File: src/rtl/apb_ccp_filter.sv
// APB-programmable digital glitch filter that conditions an asynchronous CCP pad
// signal for a timer; includes prescaled sampling, edge counting and status interrupts.
module apb_ccp_filter #(
  parameter int SYNC_STAGES = 2,
  parameter int FLT_W       = 8
) (
  input  logic        PCLK,
  input  logic        PRESETn,
  input  logic        PSEL,
  input  logic        PENABLE,
  input  logic        PWRITE,
  input  logic [31:0] PADDR,
  input  logic [31:0] PWDATA,
  output logic [31:0] PRDATA,
  output logic        PREADY,
  output logic        PIRQ,
  input  logic        CCP_IN,
  output logic        CCP_OUT
);

  localparam logic [4:0] A_CTRL   = 5'd0;
  localparam logic [4:0] A_FLT    = 5'd1;
  localparam logic [4:0] A_PRE    = 5'd2;
  localparam logic [4:0] A_LEVEL  = 5'd3;
  localparam logic [4:0] A_ECNT   = 5'd4;
  localparam logic [4:0] A_STATUS = 5'd5;
  localparam logic [4:0] A_IM     = 5'd6;
  localparam logic [4:0] A_IC     = 5'd7;

  logic [1:0]             r_ctrl;
  logic [FLT_W-1:0]       r_flt;
  logic [15:0]            r_pre;
  logic [2:0]             r_im;
  logic [3:0]             r_ic;
  logic [2:0]             r_status;
  logic [15:0]            r_ecnt;
  logic [15:0]            r_pcnt;
  logic [FLT_W-1:0]       r_scnt;
  logic [SYNC_STAGES-1:0] r_sync;
  logic                   r_ccp_out;

  logic [4:0]       w_idx;
  logic             w_wr;
  logic             w_en;
  logic             w_sample;
  logic             w_tick;
  logic             w_inc;
  logic [2:0]       w_set;
  logic [FLT_W-1:0] w_scnt_nxt;
  logic             w_out_nxt;
  logic             w_unused_bits;

  assign w_idx         = PADDR[7:3];
  assign w_wr          = PSEL & PENABLE & PWRITE;
  assign w_en          = r_ctrl[0];
  assign w_sample      = r_sync[SYNC_STAGES-1] ^ r_ctrl[1];
  assign w_tick        = w_en & (r_pcnt == r_pre);
  assign w_unused_bits = ^{PADDR[31:8], PADDR[2:0], PWDATA[31:16]};

  assign PREADY  = 1'b1;
  assign PIRQ    = |(r_im & r_status);
  assign CCP_OUT = r_ccp_out;

  always_ff @(posedge PCLK or negedge PRESETn) begin
    if (!PRESETn) begin
      r_ctrl <= '0;
      r_flt  <= '0;
      r_pre  <= '0;
      r_im   <= '0;
      r_ic   <= '0;
    end else begin
      r_ic <= (w_wr && w_idx == A_IC) ? PWDATA[3:0] : 4'd0;
      if (w_wr) begin
        case (w_idx)
          A_CTRL:  r_ctrl <= PWDATA[1:0];
          A_FLT:   r_flt  <= PWDATA[FLT_W-1:0];
          A_PRE:   r_pre  <= PWDATA[15:0];
          A_IM:    r_im   <= PWDATA[2:0];
          default: ;
        endcase
      end
    end
  end

  always_ff @(posedge PCLK or negedge PRESETn) begin
    if (!PRESETn) begin
      r_sync <= '0;
      r_pcnt <= '0;
    end else begin
      r_sync <= {r_sync[SYNC_STAGES-2:0], CCP_IN};
      if (!w_en || (w_wr && w_idx == A_PRE) || w_tick)
        r_pcnt <= '0;
      else
        r_pcnt <= r_pcnt + 16'd1;
    end
  end

  // Disabled: track the sample directly so enabling never sees a stale level.
  always_comb begin
    w_inc      = 1'b0;
    w_set      = 3'b000;
    w_scnt_nxt = r_scnt;
    w_out_nxt  = r_ccp_out;
    if (!w_en) begin
      w_out_nxt  = w_sample;
      w_scnt_nxt = '0;
    end else if (w_tick) begin
      if (w_sample != r_ccp_out) begin
        if (r_scnt >= r_flt) begin
          w_out_nxt  = w_sample;
          w_scnt_nxt = '0;
          w_inc      = 1'b1;
          w_set      = w_sample ? 3'b001 : 3'b010;
        end else begin
          w_scnt_nxt = r_scnt + 1'b1;
        end
      end else if (r_scnt != '0) begin
        w_scnt_nxt = '0;
        w_set      = 3'b100;
      end
    end
    if (w_wr && w_idx == A_FLT)
      w_scnt_nxt = '0;
  end

  // Sets win over same-cycle clears; a counted edge coinciding with a clear yields 1.
  always_ff @(posedge PCLK or negedge PRESETn) begin
    if (!PRESETn) begin
      r_scnt    <= '0;
      r_ccp_out <= 1'b0;
      r_status  <= '0;
      r_ecnt    <= '0;
    end else begin
      r_scnt    <= w_scnt_nxt;
      r_ccp_out <= w_out_nxt;
      r_status  <= (r_status & ~r_ic[2:0]) | w_set;
      if (w_inc)
        r_ecnt <= r_ic[3] ? 16'd1 : r_ecnt + 16'd1;
      else if (r_ic[3])
        r_ecnt <= '0;
    end
  end

  always_comb begin
    PRDATA = 32'hDEAD_BEEF;
    case (w_idx)
      A_CTRL:   PRDATA = {30'd0, r_ctrl};
      A_FLT: begin
        PRDATA = 32'd0;
        PRDATA[FLT_W-1:0] = r_flt;
      end
      A_PRE:    PRDATA = {16'd0, r_pre};
      A_LEVEL:  PRDATA = {31'd0, r_ccp_out};
      A_ECNT:   PRDATA = {16'd0, r_ecnt};
      A_STATUS: PRDATA = {29'd0, r_status};
      A_IM:     PRDATA = {29'd0, r_im};
      A_IC:     PRDATA = 32'd0;
      default:  PRDATA = 32'hDEAD_BEEF;
    endcase
  end

endmodule

File: config.mk
export PLATFORM = sky130hd
export DESIGN_NAME = apb_ccp_filter
export DESIGN_NICKNAME = d
export VERILOG_FILES = /design/src/rtl/apb_ccp_filter.sv
export SDC_FILE = /design/constraint.sdc
export NUM_CORES = 1
export LEC_CHECK = 0
export CORE_AREA = 2 2 192 100
export DETAILED_ROUTE_END_ITERATION = 12
export DIE_AREA = 0 0 194 102
export SLEW_MARGIN = 20
export SYNTH_ARGS = -nofsm -noshare
export SYNTH_HDL_FRONTEND = slang
export SYNTH_SLANG_ARGS = --single-unit
File: constraint.sdc
create_clock -name PCLK -period 7.64 [get_ports PCLK]
set_clock_uncertainty 0.2 [all_clocks]
set_input_delay 1.528 -clock PCLK [delete_from_list [all_inputs] [get_ports PCLK]]
set_output_delay 1.528 -clock PCLK [all_outputs]
set_load 0.01 [all_outputs]
==> run metrics <==
Final #Nets 570; maxcap violations 0; Hold WC Path Type flop to flop; area of the multi-input gates 2230 sq um; initial antenna violation count 0; vias in the first global route 3336; DR iter-0 viols 333; Worst Setup Path Type primary input to output port; type of origin of the critical path primary input; DR DRC count 0; post-route insts no fill 733; port buffer count 55; Sink Count 79; CTS root buf clkbuf_16; Ports 105; fmax 0.176 GHz; top cells by area, synth dfrtp_1, mux2_2, xor2_1; Avg WL per Cell 16.7 microns; DR pass1 iterations 5; routed vias 3518; Inst Count DP 717; setup_tns 0 ps; Layout fillers 1870; Mean Syn Cell Area 9.87 sq um; Syn Inst Count 451; Overflow after GRT 0; # rows 35; critical path arrival 3950 ps; Fin Hold WS 147 ps; core area 18000 sq um; layout cells sized above 1 0.128; fraction of registers with async set/reset 1.00; critical path capture point type output port; top-count cell post-synth dfrtp_1; top_reg_cell synth dfrtp_1; Mapped Area 4450 sq um; Overall Power 1020 uW; CTS tree built; hold buffer count at cts 0; final cycle utilization of the critical path 0.743; first-pass GRT wire length 19200 microns; TritonCTS Buffers 9; via/cell ratio 4.80; final wirelength 12200 microns; Hold Vio Cnt, Final 0; Commonest cells post-synth dfrtp_1, nor2_1, nand2_1, mux2_2, xor2_1; die area 19800 sq um; chip height 102 microns; P per Cell Area 188 nW/um^2; register area 1980 sq um; Lkg Pwr 0.00249 uW; Starting Density 0.247; Ant. Diodes 0; Tot GR Track Use 0.127; Crit path required time 5910 ps; IR drop worst, VDD 0.115 mV; fin util 0.301; remaining antenna violation count 0; Bufs on Longest Clock Path 2; Pins Over Slew Limit 0; Synth Warn # 0; Skew-Pair Late Insertion Delay 350 ps; Unique masters post-synth 46; clock-pin slew on the worst setup and hold paths 60 ps; Worst-Margin Slew 930 ps; Yosys top cell area share 0.444; most area-hungry cell type in the Yosys netlist dfrtp_1; Setup Buffers After CTS 0; RSZ-0062 raised after global routing no; htree depth 3; status finished, final reports clean; Detail Placement HPWL 9110 microns; Slew Limit Headroom 0.380; Tmin final 5680 ps; Final setup viols 0; CP max FO 17; number of flops mapped to enable cells by yosys 0; CTS resizes 0; flops & latches, synth 79; largest net degree at the start of global routing 80; RD Place Congestion 0.805; sequential element share of the synthesized area 0.444; die width 194 microns; Layout area overhead 22.1%
==> final timing paths <==
kind | slack (ps) | startpoint | end | cells after the start
max reg2reg | 4790 | r_scnt[0] | r_scnt[1] | 7
min reg2reg | 150 | r_sync[0] | r_sync[1] | 0
min | 150 | r_sync[0] | r_sync[1] | 0
max in group asynchronous | 5700 | PRESETn | r_pre[6] | 1
max | 1960 | PADDR[4] | PRDATA[2] | 5
min in group asynchronous | 1010 | PRESETn | r_pcnt[5] | 1
==> metal layers <==
| layer | up-vias | GRT usage | share of wire |
|---|---|---|---|
| met5 | - | 0 | 0 |
| met4 | 0 | 0.0297 | 0.0051 |
| met3 | 5 | 0.0366 | 0.078 |
| met2 | 124 | 0.168 | 0.40 |
| met1 | 1755 | 0.199 | 0.52 |
| li1 | 1634 | - | - |
==> state kept, by name (all words and copies together) (netlist names) <==
register,flops
r_ecnt,16
r_pcnt,16
r_pre,16
r_flt,8
r_scnt,8
r_ic,4
r_im,3
r_status,3
r_ctrl,2
r_sync,2
CCP_OUT,1
==> report_power, final <==
group | total [uW] | internal (uW) | switching [uW]
clock network | 447 | 258 | 189
registers | 456 | 435 | 20.5
logic | 117 | 54.0 | 63.0
total | 1020 | 747 | 273
==> critical path, cell delays in order <==
cell and delay, ps:
clkdlybuf4s50_1 680, and3_1 740, a221oi_1 280, nand3_1 170
clkdlybuf4s50_1 540
==> through the flow <==
stage	setup WS, ps	area (sq um)
6_report	1960	5440
5_1_grt	1860	5440
4_1_cts	2010	5430
3_5_place_dp	2020	5130
3_3_place_gp	2020	5130
2_1_floorplan	2990	4470
==> cell families (layout without fill, tap and decap cells) <==
| kind of cell | count (synthesis) | after routing | synth area share |
|---|---|---|---|
| compound gates | 60 | 60 | 0.101 |
| mux | 36 | 36 | 0.0908 |
| buf+inv | 52 | 90 | 0.0607 |
| simple gates | 176 | 176 | 0.201 |
| xor+xnor | 34 | 34 | 0.0669 |
| fa+ha+maj | 12 | 12 | 0.0337 |
| flops | 79 | 79 | 0.444 |
| other cells | 2 | 6 | 0.00169 |
==> final cells by class <==
| class | count | area share |
|---|---|---|
| Multi-Input combinational cell | 324 | 0.410 |
| Sequential cell | 79 | 0.364 |
| Timing Repair Buffer | 57 | 0.104 |
| Tap cell | 240 | 0.0552 |
| Clock buffer | 9 | 0.0414 |
| Clock inverter | 7 | 0.0143 |
| Inverter | 17 | 0.0117 |
==> layout by cell type, fill, tap and decap left out, drive strengths merged, types with 2 or more instances in the layout <==
cell | synthesis | layout
nor2 | 49 | 49
clkdlybuf4s50 | 0 | 54
a21o | 2 | 2
a221o | 9 | 9
and3b | 2 | 2
and3 | 12 | 12
a221oi | 2 | 2
mux2 | 35 | 35
nand4 | 9 | 9
a22oi | 9 | 9
xnor2 | 5 | 5
xor2 | 29 | 29
nor2b | 14 | 14
conb | 2 | 6
dfrtp | 79 | 79
clkbuf | 11 | 9
nor3 | 4 | 4
nand3 | 21 | 21
a31o | 3 | 3
a21oi | 10 | 10
ha | 12 | 12
nor4 | 8 | 8
nand2b | 7 | 7
a222oi | 2 | 2
clkinv | 0 | 2
nand2 | 37 | 37
o21ai | 11 | 11
o22ai | 4 | 4
inv | 17 | 21
buf | 24 | 3
a22o | 5 | 5
and2 | 8 | 8
(Power assumes the default switching activity.)
